<file path="src/rtl/result_nibble_display_pkg.sv">
// result_nibble_display_pkg: shared state codes and default widths for the
// nibble-serial result display (and its sibling operand loader).
// The led_index output reuses the state code directly, so keep them aligned.
package result_nibble_display_pkg;

  localparam int DATA_W_DEF   = 7;
  localparam int NIBBLE_W_DEF = 4;

  // Code values double as the led_index shown to the user.
  typedef enum logic [1:0] {
    ST_IDLE      = 2'd0,
    ST_SHOW_LO   = 2'd1,
    ST_SHOW_HI   = 2'd2,
    ST_SHOW_FLAG = 2'd3
  } state_t;

endpackage

</file>
<file path="src/rtl/result_nibble_display_rise.sv">
// rise_edge_detect: single-cycle rising-edge pulse from an already
// synchronised level.
// Ports: clk, reset (async, active-high), level_in, rise_out.
// The history register resets to 1, so a level held high through reset
// produces no pulse.
module rise_edge_detect (
  input  logic clk,
  input  logic reset,
  input  logic level_in,
  output logic rise_out
);

  logic prev_q;

  always_ff @(posedge clk or posedge reset) begin
    if (reset) begin
      prev_q <= 1'b1;
    end else begin
      prev_q <= level_in;
    end
  end

  assign rise_out = level_in & ~prev_q;

endmodule

</file>
<file path="src/rtl/result_nibble_display.sv">
// result_nibble_display: accepts one result + overflow flag via valid/ready,
// then steps it onto a 4-bit LED field on each rotation rising edge:
// low nibble, high bits (zero padded), overflow flag, then back to idle.
// Ports: clk, reset (async, active-high), rotation_event, clear,
//        res_valid/res_data/res_ovf/res_ready (input handshake),
//        led_nibble, led_index, busy, done (all registered).
// DATA_W must satisfy NIBBLE_W < DATA_W <= 2*NIBBLE_W.
module result_nibble_display
  import result_nibble_display_pkg::*;
#(
  parameter int DATA_W   = DATA_W_DEF,
  parameter int NIBBLE_W = NIBBLE_W_DEF
) (
  input  logic                clk,
  input  logic                reset,
  input  logic                rotation_event,
  input  logic                clear,
  input  logic                res_valid,
  input  logic [DATA_W-1:0]   res_data,
  input  logic                res_ovf,
  output logic                res_ready,
  output logic [NIBBLE_W-1:0] led_nibble,
  output logic [1:0]          led_index,
  output logic                busy,
  output logic                done
);

  logic rise;

  rise_edge_detect u_rise (
    .clk      (clk),
    .reset    (reset),
    .level_in (rotation_event),
    .rise_out (rise)
  );

  state_t              state_q, state_n;
  logic [DATA_W-1:0]   data_q,  data_n;
  logic                ovf_q,   ovf_n;
  logic [NIBBLE_W-1:0] nib_q,   nib_n;
  logic                done_q,  done_n;
  logic                ready_q, busy_q;

  always_ff @(posedge clk or posedge reset) begin
    if (reset) begin
      state_q <= ST_IDLE;
      data_q  <= '0;
      ovf_q   <= 1'b0;
      nib_q   <= '0;
      done_q  <= 1'b0;
      ready_q <= 1'b1;
      busy_q  <= 1'b0;
    end else begin
      state_q <= state_n;
      data_q  <= data_n;
      ovf_q   <= ovf_n;
      nib_q   <= nib_n;
      done_q  <= done_n;
      // Decoded from the next state so these flags flip on the same edge
      // as led_index rather than a cycle later.
      ready_q <= (state_n == ST_IDLE);
      busy_q  <= (state_n != ST_IDLE);
    end
  end

  always_comb begin
    state_n = state_q;
    data_n  = data_q;
    ovf_n   = ovf_q;
    nib_n   = nib_q;
    done_n  = 1'b0;

    if (clear) begin
      // Abort wins over everything; shadow registers are left stale.
      state_n = ST_IDLE;
      nib_n   = '0;
    end else begin
      unique case (state_q)
        ST_IDLE: begin
          // A rotation rise coinciding with capture is deliberately dropped:
          // the low nibble must be seen before the first step.
          if (res_valid) begin
            data_n  = res_data;
            ovf_n   = res_ovf;
            nib_n   = res_data[NIBBLE_W-1:0];
            state_n = ST_SHOW_LO;
          end
        end
        ST_SHOW_LO: begin
          if (rise) begin
            nib_n   = NIBBLE_W'(data_q[DATA_W-1:NIBBLE_W]);
            state_n = ST_SHOW_HI;
          end
        end
        ST_SHOW_HI: begin
          if (rise) begin
            nib_n   = NIBBLE_W'(ovf_q);
            state_n = ST_SHOW_FLAG;
          end
        end
        ST_SHOW_FLAG: begin
          if (rise) begin
            nib_n   = '0;
            done_n  = 1'b1;
            state_n = ST_IDLE;
          end
        end
        default: begin
          state_n = ST_IDLE;
          nib_n   = '0;
        end
      endcase
    end
  end

  assign res_ready  = ready_q;
  assign busy       = busy_q;
  assign done       = done_q;
  assign led_nibble = nib_q;
  assign led_index  = state_q;

endmodule
</file>
<file path="config.mk">
export PLATFORM = sky130hd
export DESIGN_NAME = result_nibble_display
export DESIGN_NICKNAME = d
export VERILOG_FILES = /design/src/rtl/result_nibble_display_pkg.sv /design/src/rtl/result_nibble_display_rise.sv /design/src/rtl/result_nibble_display.sv
export SDC_FILE = /design/constraint.sdc
export NUM_CORES = 1
export LEC_CHECK = 0
export BUFFER_PORTS_ARGS = -buffer_cell sky130_fd_sc_hd__buf_2
export CORE_UTILIZATION = 51
export DETAILED_ROUTE_END_ITERATION = 8
export PLACE_DENSITY = 0.8
export SYNTH_ARGS = -nofsm -noshare
export SYNTH_HDL_FRONTEND = slang
export SYNTH_SLANG_ARGS = --single-unit
</file>
<file path="constraint.sdc">
create_clock -name clk -period 2 [get_ports clk]
set_input_delay 0.2 -clock clk [delete_from_list [all_inputs] [get_ports clk]]
set_output_delay 0.2 -clock clk [all_outputs]
set_load 0.01 [all_outputs]
</file>
==> metrics, run 1 <==
synthesized instance count 52; clock-pin slew on the worst setup and hold paths around 0.09 ns; Hold Vio Cnt, Final 0; number of top-level pins 22; Cell variety after synth 29; Min-Delay Path Class in -> reg; Cell Area, Synth 704 um2; CTS Root Cell clkbuf_4; CP Buf/Inv Count 0; Seq/Total Area, Yosys between 50% and 60%; worst hold slack just over 0.05 ns; Final min period 1.37 ns; PortBufs 21; Slowest-stage cell, CP dfrtp_1; layout cells sized above 1 50.7%; reg2reg end led_nibble[3]; Fmax achieved 0.732 GHz; drc violations 0; slew margin rel. 65.1%; Ys Warns 0; first-pass GRT wire length 2.15 mm; status completed; r2r startpoint led_index[0]; H-tree depth 1; Crit Path Class reg -> reg; ant diodes 0; initial antenna violation count 0; worst setup path endpoint led_nibble[3]; via-per-instance ratio 5.30; Vias between 400 and 500; Worst path max stage delay slightly above 0.5 ns; final setup vio count 0; starting density of the core 54.8%; Clock Latency Late Sink 0.28 ns; area grow syn2layout 18.5%; startpoint types register; Max-Cap Viols 0; final net count ~90; EDFF count, synth 0; Pleak 0.418 nW; Die Area 0.00153 mm2; Crit. End Element register; die height 39.2 um; row cnt 13; peak supply drop 0.477 mV; deepest clock path buffer count 2; gr ovfl total 0; r2r setup slk 0.63 ns; Worst Tran Pin Value 0.523 ns; Num Clock Sinks 14; setup tns final 0 ns; Synthesized Nets 65; crit-path cells or2_4, a211oi_2, a22o_1; largest net degree at the start of global routing 15; PwrDens 782 mW/mm2; RD Place Congestion 0.771; WL/cell around 15 um; Worst Path Max Fanout 10; worst setup path start led_index[0]; Post-synth ARST share 100%; die width 39.2 um; final wirelength about 1.3 mm; router iterations before antenna repair 4; Slew Limit Fails 0; Worst R2R Path Depth 3; RSZ-0062 raised after global routing false; Synth Register Bits 14; Num CTS Buffers 3; CP Depth 3; Max Clock Skew 0.0101 ns; Antenna Violating Nets Remaining 0; prevailing post-synth register cell dfrtp_1; Worst EP required 2.23 ns; CTS tree done; fin crit share 68.3%; syn avg cell area 13.5 um2; DR iter-0 viols 5; Core Area 0.00128 mm2; GRT Resource Usage Total 22.6%; Final Util around 65%; CP top delay family flip-flops; vias in the first global route 475; CP arrival 1.60 ns
-- area by class of cell --
type	count	area, um2
Clock buffer	4	26.3
Fill cell	90	450
Inverter	3	11.3
Multi-Input combinational cell	32	310
Sequential cell	14	353
Tap cell	15	18.8
Timing Repair Buffer	22	115
-- through the flow --
stage | area, um2 | cells | setup WS (ns) | total power [mW]
detailed placement | 798 | 85 | 0.618 | 0.487
finish | 835 | 90 | 0.634 | 0.653
global route | 835 | 90 | 0.530 | 0.687
global placement | 798 | 85 | 0.675 | 0.481
CTS | 835 | 90 | 0.626 | 0.656
floorplan | 704 | 52 | 0.678 | 0.447
-- timing repair --
action | in CTS | in global routing
hold endpoints to repair | 12 | 0
gates resized for setup | 0 | 0
endpoints found under the setup margin | 0 | 0
buffers inserted | 0 | 0
hold buffers | 1 | 0
-- how the worst min path moves through the flow --
stage,cells after the start,slack [ns],endpoint,from
finish,1,0.05,u_rise.prev_q,rotation_event
global route,1,0.03,u_rise.prev_q,rotation_event
CTS,1,0.05,u_rise.prev_q,rotation_event
detailed placement,2,0.26,led_index[1],reset
global placement,2,0.25,led_index[1],reset
floorplan,1,0.09,busy,reset
-- where the power goes --
| group | internal (mW) | switching [mW] |
|---|---|---|
| combinational | 0.0783 | 0.0598 |
| sequential | 0.320 | 0.0259 |
| clock | 0.0774 | 0.0916 |
| total | 0.475 | 0.177 |
-- cell families after synthesis --
family | count (synthesis) | synth area share, %
flops | 14 | 50.1
simple gates | 12 | 13.5
buf+inv | 6 | 5.86
mux | 7 | 12.8
xor+xnor | 1 | 1.24
compound gates | 12 | 16.5
-- cell usage in the layout, fill, tap and decap left out --
| cell | n |
|---|---|
| a211o_1 | 1 |
| a211oi_2 | 1 |
| a21oi_1 | 1 |
| a22o_1 | 1 |
| a311oi_4 | 1 |
| and2_4 | 1 |
| and3_1 | 1 |
| and3b_4 | 1 |
| buf_2 | 21 |
| clkbuf_1 | 1 |
| clkbuf_4 | 3 |
| dfrtp_1 | 12 |
| dfstp_2 | 2 |
| dlygate4sd3_1 | 1 |
| inv_1 | 3 |
| mux2_4 | 4 |
| mux2i_1 | 3 |
| nand2b_1 | 1 |
| nand3b_1 | 2 |
| nor2_1 | 1 |
| nor2_2 | 1 |
| nor2b_1 | 1 |
| nor2b_2 | 1 |
| nor3b_2 | 1 |
| o211a_1 | 1 |
| o21ai_0 | 2 |
| o21ba_1 | 1 |
| o21bai_1 | 1 |
| o2bb2ai_1 | 2 |
| or2_4 | 1 |
| xnor2_1 | 1 |
-- worst reg2reg max path: cells and delay by family, from the launching register on --
kind,cells,cell delay [ns]
flops,1,0.51
simple gates,1,0.33
compound gates,2,0.48
-- Yosys cell counts, types with 2 or more instances --
library cell | count | area [um2]
nand3b_1 | 2 | 15.0
mux2i_1 | 3 | 30.0
buf_6 | 2 | 22.5
o21ai_0 | 2 | 10.0
dfstp_2 | 2 | 52.6
dfrtp_1 | 12 | 300
mux2_4 | 4 | 60.1
inv_1 | 3 | 11.3
o2bb2ai_1 | 2 | 17.5
-- sequential cells by signal (all words and copies together), names as in the netlist --
register and cells:
busy 1, data_q 3, done 1, led_index 2, led_nibble 4, ovf_q 1, res_ready 1, u_rise.prev_q 1
-- routing by layer --
metal / track usage (%) / wire, um / vias to the layer above
met3: 6.94 / 70 / 2
met1: 30.4 / 585 / 228
met2: 31.7 / 637 / 19
li1: - / - / 228
met5: 0 / 0 / -
met4: 12.9 / 15 / 0
Power figures use the tool's default switching activity.
==> run 2, diff against run 1 <==
--- a/config.mk
+++ b/config.mk
@@ -6,9 +6,9 @@
 export NUM_CORES = 1
 export LEC_CHECK = 0
 export BUFFER_PORTS_ARGS = -buffer_cell sky130_fd_sc_hd__buf_2
-export CORE_UTILIZATION = 51
+export CORE_UTILIZATION = 48
 export DETAILED_ROUTE_END_ITERATION = 8
-export PLACE_DENSITY = 0.8
+export PLACE_DENSITY = 0.76
 export SYNTH_ARGS = -nofsm -noshare
 export SYNTH_HDL_FRONTEND = slang
 export SYNTH_SLANG_ARGS = --single-unit
==> constraint.sdc (replaced) <==
create_clock -name clk -period 1.3 [get_ports clk]
set_input_delay 0.13 -clock clk [delete_from_list [all_inputs] [get_ports clk]]
set_output_delay 0.13 -clock clk [all_outputs]
set_load 0.01 [all_outputs]
==> metrics, run 2 (same netlist as run 1, synthesis figures left out) <==
Slowest-stage cell, CP dfstp_2; Vias 481; CTS Root Cell clkbuf_4; Crit. End Element register; initial antenna violation count 0; PwrDens 1210 mW/mm2; deepest clock path buffer count 2; die height 40.3 um; WL/cell between 10 and 15 um; via-per-instance ratio roughly 5.2; worst setup path start u_rise.prev_q; r2r startpoint u_rise.prev_q; reg2reg end res_ready; CP Buf/Inv Count 0; final net count 92; CP arrival roughly 1.5 ns; DR iter-0 viols 5; RD Place Congestion around 0.72; final wirelength approximately 1.3 mm; H-tree depth 1; Worst R2R Path Depth 3; max reg flops 4; Final min period 1.27 ns; Antenna Violating Nets Remaining 0; Setup Buffers After CTS 0; Slew Limit Fails 0; commonest non-fill, non-tap cell in the layout buf_2; layout cells sized above 1 55.1%; first-pass GRT wire length 1.97 mm; die width around 40 um; Die Area about 0.0016 mm2; total power 1.07 mW; router iterations before antenna repair 3; peak supply drop between 0.6 and 0.7 mV; fin crit share 97.7%; Hold Path Sink led_nibble[3]; hold depth 2; number of top-level pins 22; Max-Cap Viols 0; vias in the first global route 450; r2r setup slk roughly 0.03 ns; Clock Latency Late Sink ~0.28 ns; setup tns final 0 ns; row cnt 13; Max Clock Skew 0.000552 ns; status completed; gr ovfl total 0; RSZ-0062 raised after global routing true; worst hold slack 0.0632 ns; Hold Vio Cnt, Final 0; Worst EP required 1.52 ns; starting density of the core 52.8%; Final HPWL DP around 1.0 mm; Final Util 66.1%; Pleak 0.441 nW; Worst Path Max Fanout 4; area grow syn2layout 25.2%; CP top delay family flip-flops; CTS tree done; startpoint types register; GRT Resource Usage Total approximately a fifth; min-delay src res_data[3]; most frequent cells in the layout buf_2 (21), dfrtp_1 (10), mux2_4 (4); Num CTS Buffers 3; clock-pin slew on the worst setup and hold paths roughly 0.08 ns; slew margin rel. about 65%; Worst Tran Pin Value 0.527 ns; ant diodes 0; crit-path cells and3b_4, a311oi_4, o21ba_1; Crit Path Class reg -> reg; Fmax achieved 0.787 GHz; Worst path max stage delay between 0.5 and 0.6 ns; Num Clock Sinks 14; largest net degree at the start of global routing 15; Core Area 0.00133 mm2; PortBufs 21; final setup vio count 0; Min-Delay Path Class in -> reg; drc violations 0
run 2: changes by cell type in the layout (fill, tap and decap cells not counted):
cell and delta:
buf_4 +2, clkbuf_1 -1, clkbuf_8 +1, dfrtp_1 -2, dfrtp_2 +2, dlygate4sd3_1 +1, nor2_2 -1, nor2_4 +1
nor2b_2 -1, nor2b_4 +1, o21ai_0 -1, o21ai_1 +1
run 2: worst max path at each step:
stage / end / cells past startpoint
global placement: res_ready / 3
detailed placement: res_ready / 3
global route: res_ready / 3
floorplan: data_q[4] / 5
CTS: res_ready / 3
finish: res_ready / 3
run 2: area by class of cell:
| cell class | count | area (um2) |
|---|---|---|
| Clock buffer | 4 | 36.3 |
| Fill cell | 107 | 452 |
| Inverter | 3 | 11.3 |
| Multi-Input combinational cell | 32 | 320 |
| Sequential cell | 14 | 355 |
| Tap cell | 15 | 18.8 |
| Timing Repair Buffer | 25 | 140 |
run 2: repair_timing:
item                                   CTS  global route
setup endpoints to repair                4             6
pin swaps                                1             0
endpoints found under the hold margin   13             0
hold buffers                             2             0
resized for setup                        1             2
run 2: per-layer routing:
| layer | vias up | wire (um) | track usage [%] |
|---|---|---|---|
| li1 | 234 | - | - |
| met1 | 230 | 614 | 26.8 |
| met2 | 13 | 619 | 28.6 |
| met3 | 4 | 48 | 3.33 |
| met4 | 0 | 23 | 10.0 |
| met5 | - | 0 | 0 |
run 2: where the power goes:
group / total [mW] / switching [mW] / internal, mW
Sequential: 0.529 / 0.0366 / 0.493
Clock: 0.312 / 0.142 / 0.170
Combinational: 0.227 / 0.0972 / 0.130
Total: 1.07 / 0.275 / 0.793
run 2: metrics by stage:
stage	cell area [um2]	setup slack (ns)	cells
global placement	823	-0.00957	87
CTS	881	0.0241	93
floorplan	718	0.00187	52
detailed placement	823	-0.0777	87
finish	882	0.0299	93
global route	882	-0.0185	93
==> run 3, diff against run 2 <==
--- a/config.mk
+++ b/config.mk
@@ -6,9 +6,11 @@
 export NUM_CORES = 1
 export LEC_CHECK = 0
 export BUFFER_PORTS_ARGS = -buffer_cell sky130_fd_sc_hd__buf_2
-export CORE_UTILIZATION = 48
+export CELL_PAD_IN_SITES_DETAIL_PLACEMENT = 1
+export CELL_PAD_IN_SITES_GLOBAL_PLACEMENT = 1
+export CORE_UTILIZATION = 38
 export DETAILED_ROUTE_END_ITERATION = 8
-export PLACE_DENSITY = 0.76
+export PLACE_DENSITY_LB_ADDON = 0.1
 export SYNTH_ARGS = -nofsm -noshare
 export SYNTH_HDL_FRONTEND = slang
 export SYNTH_SLANG_ARGS = --single-unit
==> metrics, run 3 (same netlist as run 1, synthesis figures left out) <==
worst hold slack 0.0666 ns; worst setup path endpoint data_q[4]; via-per-instance ratio 4.79; Worst EP required 1.47 ns; final wirelength 1.59 mm; Num Clock Sinks 14; router iterations before antenna repair 2; setup tns final 0 ns; Antenna Violating Nets Remaining 0; busiest grt layer met2; RSZ-0062 raised after global routing true; PwrDens 1150 mW/mm2; Placed Area around 850 um2; Core Area 0.00173 mm2; row cnt 15; GRT Resource Usage Total 17.5%; Pleak 0.467 nW; Fillers 200; gr ovfl total 0; Clock Latency Late Sink 0.28 ns; Final min period ~1.3 ns; final setup vio count 0; CP arrival 1.43 ns; r2r setup slk around 0.034 ns; area of the multi-input gates 335 um2; met1 Track Usage GR 21.1%; met2 usage ~28%; startpoint types register; die width 45.1 um; Crit Path Class reg -> reg; Final HPWL DP 1.15 mm; vias in the first global route 549; DR iter-0 viols 1; clock-pin slew on the worst setup and hold paths approximately 0.090 ns; Die Area 0.00203 mm2; die height 45.1 um; final net count 96; CTS Root Cell clkbuf_4; commonest non-fill, non-tap cell in the layout buf_2; drc violations 0; grt met3 use 3.60%; ant diodes 0; placed cell count 99; RD Place Congestion 0.710; starting density of the core 40.8%; worst setup margin ~0.034 ns; Min-Delay Path Class in -> reg; Worst Path Max Fanout 5; PortBufs 21; Final Util 54.9%; Num CTS Buffers 3; status completed; first-pass GRT wire length 2.39 mm; Vias between 500 and 600; worst setup path start led_index[1]; Worst path max stage delay 0.45 ns; Crit. End Element register; largest net degree at the start of global routing 15; area grow syn2layout 34.5%; Hold Vio Cnt, Final 0; Non-Filler Instances between 100 and 150; initial antenna violation count 0; crit-path cells buf_6, nor2_4, and2_4, mux2_4; Max-Cap Viols 0; Worst R2R Path Depth 4; Max Clock Skew 0.00315 ns; Slew Limit Fails 0; Slowest-stage cell, CP dfrtp_2; Worst Tran Pin Value approximately 0.52 ns; slew margin rel. roughly two thirds; CTS tree done; number of top-level pins 22; WL/cell 14.8 um; Fmax achieved 0.790 GHz; max reg flops 4; r2r startpoint led_index[1]; reg2reg end data_q[4]; fin crit share 97.4%; post-route cell area approximately 950 um2; FF/Latch Area 355 um2; total power 1.09 mW; deepest clock path buffer count 2; peak supply drop 0.614 mV; H-tree depth 1; most frequent cells in the layout buf_2 (21), dfrtp_1 (10), mux2_4 (4), buf_4 (4); layout cells sized above 1 59.8%; dpl ws -0.0364 ns
## run 3: cell types whose count changed in the layout (fill, tap and decap cells not counted), sizes merged
| cell | change |
|---|---|
| buf | +4 |
## run 3: layer usage
layer / share of wire, % / vias up
li1: - / 242
met1: 43 / 247
met2: 51 / 19
met3: 3.9 / 4
met4: 2.1 / 0
met5: 0 / -
## run 3: final cells by class
class	instances	share of cell area (%)
Clock buffer	4	3.83
Sequential cell	14	37.5
Tap cell	25	3.30
Multi-Input combinational cell	32	35.4
Inverter	3	1.19
Timing Repair Buffer	29	18.8
## run 3: critical path, delay by kind of cell (launching register included)
family	cells	cell delay, ns
buffers and inverters	1	0.14
AND/OR/NAND/NOR	2	0.26
multiplexers	1	0.30
flip-flops	1	0.45
## run 3: power by group
group	internal (mW)	switching (mW)
Sequential	0.493	0.0372
Clock	0.170	0.141
Combinational	0.146	0.105
## run 3: worst min path at each step
stage / start / end / slack, ns / depth (start not counted)
after floorplan: reset / busy / 0.02 / 1
after global placement: reset / busy / 0.20 / 2
after detailed placement: reset / led_index[0] / 0.22 / 2
after CTS: res_data[3] / led_nibble[3] / 0.06 / 2
after global routing: res_data[6] / data_q[6] / 0.06 / 2
final: res_data[3] / led_nibble[3] / 0.07 / 2
## run 3: repair_timing
| action | in CTS | in global routing |
|---|---|---|
| buffers inserted | 0 | 2 |
| endpoints found under the hold margin | 13 | 0 |
| pin swaps | 0 | 4 |
| gates resized for setup | 2 | 6 |
| endpoints found under the setup margin | 6 | 6 |
| hold buffers | 2 | 0 |
